## config.mk

```make
export PLATFORM = sky130hd
export DESIGN_NAME = fetch_unit_flat
export DESIGN_NICKNAME = d
export VERILOG_FILES = /design/src/rtl/fetch_unit_if.sv /design/src/rtl/fetch_unit.sv /design/src/flat_wrapper.sv
export SDC_FILE = /design/constraint.sdc
export NUM_CORES = 1
export LEC_CHECK = 0
export BUFFER_PORTS_ARGS = -buffer_cell sky130_fd_sc_hd__buf_2
export CAP_MARGIN = 20
export CORE_MARGIN = 5
export CORE_UTILIZATION = 36
export CTS_CLUSTER_SIZE = 28
export DETAILED_ROUTE_END_ITERATION = 16
export PLACE_DENSITY = 0.7
export REMOVE_ABC_BUFFERS = 1
export SYNTH_ARGS = -nofsm -noshare
export SYNTH_HDL_FRONTEND = slang
export SYNTH_SLANG_ARGS = --single-unit
```

## constraint.sdc

```tcl
create_clock -name clk -period 2 [get_ports clk]
set_clock_uncertainty 0.1 [all_clocks]
set_input_delay 0.3 -clock clk [delete_from_list [all_inputs] [get_ports clk]]
set_output_delay 0.3 -clock clk [all_outputs]
set_load 0.02 [all_outputs]
```

## src/rtl/fetch_unit_if.sv

```systemverilog
// Instruction-fetch bus: memory read handshake plus the instruction delivery handshake.
// The master side belongs to the fetch unit; the slave side to the memory and processor.
interface fetch_unit_if #(
  parameter int PC_WIDTH    = 8,
  parameter int INSTR_WIDTH = 32
);
  logic                   mem_req;
  logic [PC_WIDTH-1:0]    mem_addr;
  logic                   mem_ack;
  logic [INSTR_WIDTH-1:0] mem_rdata;
  logic                   instr_valid;
  logic                   instr_ready;
  logic [INSTR_WIDTH-1:0] instr;
  logic [PC_WIDTH-1:0]    instr_pc;

  modport master (
    output mem_req, mem_addr, instr_valid, instr, instr_pc,
    input  mem_ack, mem_rdata, instr_ready
  );

  modport slave (
    input  mem_req, mem_addr, instr_valid, instr, instr_pc,
    output mem_ack, mem_rdata, instr_ready
  );
endinterface

```

## src/rtl/fetch_unit.sv

```systemverilog
// Single-outstanding-request instruction fetch FSM (IDLE/REQ/OUT/HALT) with redirect support.
// Define FETCH_HALT_EN to make an accepted HALT_OPCODE park the unit in HALT until a redirect.
module fetch_unit #(
  parameter int                     PC_WIDTH    = 8,
  parameter int                     INSTR_WIDTH = 32,
  parameter logic [PC_WIDTH-1:0]    RESET_PC    = '0,
  parameter logic [INSTR_WIDTH-1:0] HALT_OPCODE = '1
) (
  input  logic                clk,
  input  logic                reset,
  input  logic                enable,
  input  logic                redirect_valid,
  input  logic [PC_WIDTH-1:0] redirect_pc,
  output logic [PC_WIDTH-1:0] pc_counter,
  output logic                halted,
  fetch_unit_if.master        bus
);

  typedef enum logic [1:0] {
    IDLE = 2'd0,
    REQ  = 2'd1,
    OUT  = 2'd2,
    HALT = 2'd3
  } state_t;

  state_t                 state_reg, state_next;
  logic [PC_WIDTH-1:0]    pc_reg, pc_next;
  logic [INSTR_WIDTH-1:0] instr_reg, instr_next;
  logic [PC_WIDTH-1:0]    instr_pc_reg, instr_pc_next;
  logic                   halt_hit;

`ifdef FETCH_HALT_EN
  localparam logic HALT_EN = 1'b1;
  assign halted = (state_reg == HALT);
`else
  localparam logic HALT_EN = 1'b0;
  assign halted = 1'b0;
`endif

  assign halt_hit = HALT_EN && (instr_reg == HALT_OPCODE);

  always_ff @(posedge clk or posedge reset) begin
    if (reset) begin
      state_reg    <= IDLE;
      pc_reg       <= RESET_PC;
      instr_reg    <= '0;
      instr_pc_reg <= '0;
    end else begin
      state_reg    <= state_next;
      pc_reg       <= pc_next;
      instr_reg    <= instr_next;
      instr_pc_reg <= instr_pc_next;
    end
  end

  always_comb begin
    state_next    = state_reg;
    pc_next       = pc_reg;
    instr_next    = instr_reg;
    instr_pc_next = instr_pc_reg;

    // A redirect overrides everything, including a same-cycle ack or accept.
    if (redirect_valid) begin
      pc_next    = redirect_pc;
      state_next = enable ? REQ : IDLE;
    end else begin
      case (state_reg)
        IDLE: begin
          if (enable) state_next = REQ;
        end
        REQ: begin
          // enable is ignored here so an issued request always completes.
          if (bus.mem_ack) begin
            instr_next    = bus.mem_rdata;
            instr_pc_next = pc_reg;
            pc_next       = pc_reg + PC_WIDTH'(1);
            state_next    = OUT;
          end
        end
        OUT: begin
          if (bus.instr_ready) begin
            if (halt_hit)    state_next = HALT;
            else if (enable) state_next = REQ;
            else             state_next = IDLE;
          end
        end
        HALT: begin
          state_next = HALT;
        end
        default: begin
          state_next = IDLE;
        end
      endcase
    end
  end

  assign bus.mem_req     = (state_reg == REQ);
  assign bus.mem_addr    = pc_reg;
  assign bus.instr_valid = (state_reg == OUT);
  assign bus.instr       = instr_reg;
  assign bus.instr_pc    = instr_pc_reg;
  assign pc_counter      = pc_reg;

endmodule

```

## src/flat_wrapper.sv

```systemverilog
// flat-port wrapper written by rule: the top's interface ports become plain ports
module fetch_unit_flat 
#(
  parameter int                     PC_WIDTH    = 8,
  parameter int                     INSTR_WIDTH = 32,
  parameter logic [PC_WIDTH-1:0]    RESET_PC    = '0,
  parameter logic [INSTR_WIDTH-1:0] HALT_OPCODE = '1
)
  (clk, reset, enable, redirect_valid, redirect_pc, pc_counter, halted, bus_mem_req, bus_mem_addr, bus_instr_valid, bus_instr, bus_instr_pc, bus_mem_ack, bus_mem_rdata, bus_instr_ready);
  fetch_unit_if #(.PC_WIDTH(PC_WIDTH), .INSTR_WIDTH(INSTR_WIDTH)) bus_i ();
  input  logic clk;
  input  logic reset;
  input  logic enable;
  input  logic redirect_valid;
  input  logic [PC_WIDTH-1:0] redirect_pc;
  output logic [PC_WIDTH-1:0] pc_counter;
  output logic halted;
  output wire logic [$bits(bus_i.mem_req)-1:0] bus_mem_req;
  output wire logic [$bits(bus_i.mem_addr)-1:0] bus_mem_addr;
  output wire logic [$bits(bus_i.instr_valid)-1:0] bus_instr_valid;
  output wire logic [$bits(bus_i.instr)-1:0] bus_instr;
  output wire logic [$bits(bus_i.instr_pc)-1:0] bus_instr_pc;
  input wire logic [$bits(bus_i.mem_ack)-1:0] bus_mem_ack;
  input wire logic [$bits(bus_i.mem_rdata)-1:0] bus_mem_rdata;
  input wire logic [$bits(bus_i.instr_ready)-1:0] bus_instr_ready;
  assign bus_mem_req = bus_i.mem_req;
  assign bus_mem_addr = bus_i.mem_addr;
  assign bus_instr_valid = bus_i.instr_valid;
  assign bus_instr = bus_i.instr;
  assign bus_instr_pc = bus_i.instr_pc;
  assign bus_i.mem_ack = bus_mem_ack;
  assign bus_i.mem_rdata = bus_mem_rdata;
  assign bus_i.instr_ready = bus_instr_ready;
  fetch_unit #(.PC_WIDTH(PC_WIDTH), .INSTR_WIDTH(INSTR_WIDTH), .RESET_PC(RESET_PC), .HALT_OPCODE(HALT_OPCODE)) u_core (.clk(clk), .reset(reset), .enable(enable), .redirect_valid(redirect_valid), .redirect_pc(redirect_pc), .pc_counter(pc_counter), .halted(halted), .bus(bus_i));
endmodule
```

==> flow_summary.json, run 1 <==
{
  "status": "finished clean",
  "p_per_area_mw_per_mm2": 1110,
  "clockBufferDepth": 2,
  "clock_sinks": 50,
  "synth_area_mm2": 0.00214,
  "via_count": 1550,
  "ys_seq_elements": 50,
  "final_cell_mix": "buf_2 (103), dfrtp_1 (50), mux2_2 (37)",
  "syn_inst": 159,
  "cts_root_buf": "clkbuf_8",
  "min_period_over_period": 0.844,
  "dp_worst_setup_slack_ns": 0.314,
  "layout-drive-gt1-share": 0.597,
  "drc": 0,
  "cts_made_buffers": 5,
  "dp_cells": 326,
  "hold_class": "input pin to flop",
  "initial_core_util": 0.366,
  "setup_tns_ns": 0,
  "sw_frac_of_total": 0.350,
  "power_mw": 3.09,
  "crit_type": "flop to flop",
  "wl_um": 4450,
  "viasPerCell": 4.65,
  "power.leakage_nw": 1.36,
  "die-area_mm2": 0.00758,
  "synth.area.top_cells": "dfrtp_1 (58%), mux2_2 (19%), buf_4 (4.6%)",
  "fin_util": 0.476,
  "wire_per_inst_um": 13.4,
  "grt_pass1_vias": 1548,
  "ys_seq_area_frac": 0.585,
  "syn_avg_cell_area_um2": 13.5,
  "largest_register_ffs": 32,
  "postRouteAntennaNets": 0,
  "clkPwrFrac": 0.179,
  "gp_congestion": 0.714,
  "cts-htree-levels": 2,
  "timing_hold_violations_final": 0,
  "placementRows": 28,
  "portBuffers": 103,
  "yosysTopAreaCellShare": 0.585,
  "die_x_um": 87.1,
  "cts_tree": "yes",
  "ys_warn_count": 0,
  "grt_use_total": 0.121,
  "layout_commonest_cell": "buf_2",
  "arrival_ns": 1.81,
  "clkLatencyLatePin_ns": 0.28,
  "layoutNonFillerInstCount": 333,
  "syn2layout_area_growth_pct": 30.1,
  "fin_ws_ns": 0.312,
  "firstDrtPassIters": 4,
  "whs_ns": 0.117,
  "finalSetupViolations": 0,
  "cts_resized": 0,
  "maxCapViolCount": 0,
  "synthDistinctLibCells": 27,
  "critPathMaxFanout": 7,
  "ir_worst_vdd_uv": 563,
  "coreArea_mm2": 0.00585,
  "crit_required_ns": 2.13,
  "antenna_found_initial": 0,
  "fin_area_mm2": 0.00278,
  "min_period_ns": 1.69,
  "insertedDiodeCount": 0,
  "dr.first_iter.drc_count": 29,
  "fp.dieH_um": 87.1,
  "p_switching_mw": 1.08,
  "clk_pin_slew_ns": 0.08,
  "placed_area_mm2": 0.00269,
  "ios": 105,
  "grt_overflow": 0,
  "grt_max_degree": 33,
  "rsz0062_at_grt": "no",
  "p_int_mw": 2.01,
  "pwr-share-seq": 0.464,
  "clock.fmax_mhz": 592,
  "fin_nets": 306,
  "dp_hpwl_um": 3470,
  "start_kind": "flop",
  "grt_pass1_wl_um": 7270,
  "comb_power_share": 0.357,
  "cp-end-kind": "flop",
  "synth_area_leader_cell": "dfrtp_1",
  "finalMaxSlewViolations": 0
}
metal layers:
metal,vias to the layer above,track usage,part of all wire,wire length [µm]
li1,750,-,-,-
met1,737,0.148,0.40,1800
met2,60,0.205,0.49,2170
met3,3,0.0388,0.10,458
met4,0,0.0335,0.0056,25
met5,-,0,0,0
worst paths after layout:
kind,endpoint,cells past startpoint,slack (ns),from
setup / recovery,u_core.bus.mem_addr[6],4,0.31,u_core.bus.mem_addr[0]
hold / removal,u_core.bus.mem_addr[6],3,0.12,redirect_pc[6]
setup reg to reg,u_core.bus.mem_addr[6],4,0.31,u_core.bus.mem_addr[0]
hold reg to reg,u_core.bus.instr[12],1,0.39,u_core.bus.instr[12]
max in group asynchronous,u_core.bus.instr[15],4,0.85,reset
min in group asynchronous,u_core.bus.instr[21],3,0.45,reset
cell usage after synthesis, drive strengths merged:
cell type	count
dfrtp	50
inv	4
or4	5
o211ai	3
nand2	9
a31oi	1
or3b	1
nor2b	2
mux2i	2
conb	1
ha	1
buf	13
a21oi	2
xor2	2
o21ai	6
o31ai	1
mux2	40
nor2	3
nor3b	1
nand3b	1
clkbuf	2
nand4	1
nand4b	1
a221oi	1
nand3	6
power by group through the flow:
stage	logic, mW	clock network [mW]	registers [mW]
detailed placement	1.12	0	1.46
floorplan	0.325	0	1.81
global route	1.18	0.635	1.48
CTS	1.12	0.588	1.44
finish	1.10	0.554	1.43
global placement	1.10	0	1.45
logic make-up (layout without fill, tap and decap cells):
group | count (synthesis) | in the layout | share of synthesized area
adder cells (fa/ha/maj) | 1 | 1 | 0.00585
buffers and inverters | 19 | 118 | 0.0561
AO/OA/AOI/OAI | 14 | 14 | 0.0398
AND/OR/NAND/NOR | 30 | 30 | 0.0836
XOR/XNOR | 2 | 2 | 0.00819
flip-flops | 50 | 50 | 0.585
multiplexers | 42 | 42 | 0.220
other | 1 | 1 | 0.00175
worst max-delay path: stages (launching register included):
cell	delay, ns
dfrtp_1	0.49
ha_1	0.20
nand4b_1	0.23
or4_1	0.52
nand3_1	0.09
final cells by class:
type                    count  area [µm²]
well taps                  75        93.8
repair buffers            108         568
fillers                   538        3070
clock buffers               6        82.6
inverters                   4        15.0
flip-flops and latches     50        1250
multi-input cells          90         773
what timing repair did:
action,CTS,global route
endpoints found under the setup margin,0,0
buffers inserted,0,0
endpoints found under the hold margin,18,0
hold buffers,1,0
Power figures use the tool's default switching activity.
==> run 2, diff against run 1 <==
Settings changed: PLACE_DENSITY 0.7 to 0.73.
Clock period 2 ns to 1.5 ns, I/O delays scaled along.
==> run 2 against run 1 <==
Compared with the run above: the run now ends with setup timing left; hold slack lost 0.090 ns; total power rose by 42%; combinational power is 44% higher; clock power increased by 65%; wire length grew 7.7%; critical endpoint is now u_core.bus.instr[10].
==> flow_summary.json, run 2 (synthesized netlist as in run 1, its figures left out) <==
{
  "fin_area_mm2": 0.00294,
  "grt_pass1_vias": 1578,
  "min-delay-start": "redirect_pc[4]",
  "multi_input_area_um2": 779,
  "syn2layout_area_growth_pct": 37.6,
  "initial_core_util": 0.366,
  "cts-htree-levels": 2,
  "final_cell_mix": "buf_2 (101), dfrtp_1 (50), mux2_2 (36)",
  "clkPwrFrac": 0.208,
  "portBuffers": 103,
  "p_per_area_mw_per_mm2": 1490,
  "cts_tree": "yes",
  "cts_made_buffers": 5,
  "reg2regPathDepth": 4,
  "rsz0062_at_grt": "yes",
  "cts_root_buf": "clkbuf_8",
  "r2r_end": "u_core.bus.instr[10]",
  "pwr-share-seq": 0.430,
  "layoutNonFillerInstCount": 348,
  "critPathMaxFanout": 24,
  "crit_required_ns": 1.58,
  "finalSetupViolations": 1,
  "layout_commonest_cell": "buf_2",
  "grt_max_degree": 51,
  "insertedDiodeCount": 0,
  "r2r_slack_ns": -0.007,
  "maxCapViolCount": 0,
  "start_kind": "flop",
  "cp-end-kind": "flop",
  "worstHoldPathCells": 3,
  "drc": 0,
  "dp_cells": 338,
  "postRouteAntennaNets": 0,
  "coreArea_mm2": 0.00585,
  "timing_hold_violations_final": 0,
  "timing.rr.start": "u_core.state_reg[1]",
  "largest_register_ffs": 32,
  "min_period_ns": 1.51,
  "clockBufferDepth": 2,
  "clk_pin_slew_ns": 0.09,
  "layout-drive-gt1-share": 0.623,
  "sw_frac_of_total": 0.343,
  "fin_ws_ns": -0.00672,
  "clock.fmax_mhz": 664,
  "violations": "setup timing",
  "antenna_found_initial": 0,
  "crit_type": "flop to flop",
  "wl_um": 4800,
  "wire_per_inst_um": 13.8,
  "finalMaxSlewViolations": 0,
  "min_period_over_period": 1.00,
  "die-area_mm2": 0.00758,
  "placementRows": 28,
  "comb_power_share": 0.362,
  "p_int_mw": 2.88,
  "placed_area_mm2": 0.00281,
  "ir_worst_vdd_uv": 795,
  "status": "finished with violations",
  "final-seq-area_mm2": 0.00125,
  "via_count": 1618,
  "power.leakage_nw": 1.45,
  "hold_class": "input pin to flop",
  "fin_util": 0.503,
  "ios": 105,
  "clock_sinks": 50,
  "setup_tns_ns": -0.00672,
  "grt_overflow": 0,
  "arrival_ns": 1.59,
  "viasPerCell": 4.65,
  "fin_nets": 319,
  "gp_congestion": 0.894,
  "dr.first_iter.drc_count": 114,
  "dp_worst_setup_slack_ns": -0.0147,
  "grt_use_total": 0.124,
  "p_switching_mw": 1.50,
  "die_x_um": 87.1,
  "fp.dieH_um": 87.1,
  "grt_pass1_wl_um": 7510,
  "clkLatencyLatePin_ns": 0.29,
  "dp_hpwl_um": 3620,
  "firstDrtPassIters": 4,
  "fillerInstances": 563,
  "min_to": "u_core.bus.mem_addr[4]"
}
==> run 2: cell count changes in the layout (fill, tap and decap cells not counted), sizes merged <==
cell,previous run,this run
clkinv,0,2
bufinv,0,1
clkbuf,6,5
buf,107,120
==> run 2: worst max-delay path by stage <==
stage | startpoint | endpoint | slack (ns)
after CTS | u_core.state_reg[1] | u_core.bus.instr[10] | -0.02
after global placement | u_core.bus.mem_addr[0] | u_core.bus.mem_addr[6] | 0.04
final | u_core.state_reg[1] | u_core.bus.instr[10] | -0.007
after global routing | u_core.state_reg[1] | u_core.bus.instr[10] | -0.05
after floorplan | u_core.state_reg[1] | u_core.bus.instr[0] | -0.81
after detailed placement | u_core.state_reg[1] | u_core.bus.instr[10] | -0.01
==> run 2: cell type report <==
class | instances | area share
Clock buffer | 5 | 0.0234
Clock inverter | 3 | 0.0136
Inverter | 4 | 0.00510
Multi-Input combinational cell | 90 | 0.265
Sequential cell | 50 | 0.425
Tap cell | 75 | 0.0319
Timing Repair Buffer | 121 | 0.236
==> run 2: worst max-delay path: stages, from the launching register on <==
cell,delay (ns)
dfrtp_1,0.40
nand3b_4,0.18
nor2_4,0.15
buf_12,0.20
mux2_2,0.35
==> run 2: per-layer routing <==
layer	vias up	track usage	wire, µm
li1	778	-	-
met1	783	0.153	1920
met2	57	0.211	2450
met3	0	0.0435	427
met4	0	0.0251	0
met5	-	0	0
==> run 2: power by group through the flow <==
stage	registers (mW)	logic, mW	clock network, mW
CTS	1.89	1.59	0.948
floorplan	2.41	0.433	0
finish	1.89	1.58	0.912
global placement	1.90	1.57	0
global route	1.94	1.70	1.01
detailed placement	1.92	1.59	0
==> run 2: stage by stage <==
stage / power [mW] / hold WS, ns
after global routing: 4.65 / 0.0237
after floorplan: 2.85 / 0.188
after global placement: 3.46 / 0.186
after detailed placement: 3.51 / 0.188
final: 4.38 / 0.0270
after CTS: 4.43 / 0.0191
==> run 2: what timing repair did <==
action,4_1_cts,5_1_grt
buffers inserted,0,1
endpoints found under the hold margin,50,0
resized for setup,0,4
hold buffers,1,0
endpoints found under the setup margin,15,46
pin swaps,0,3
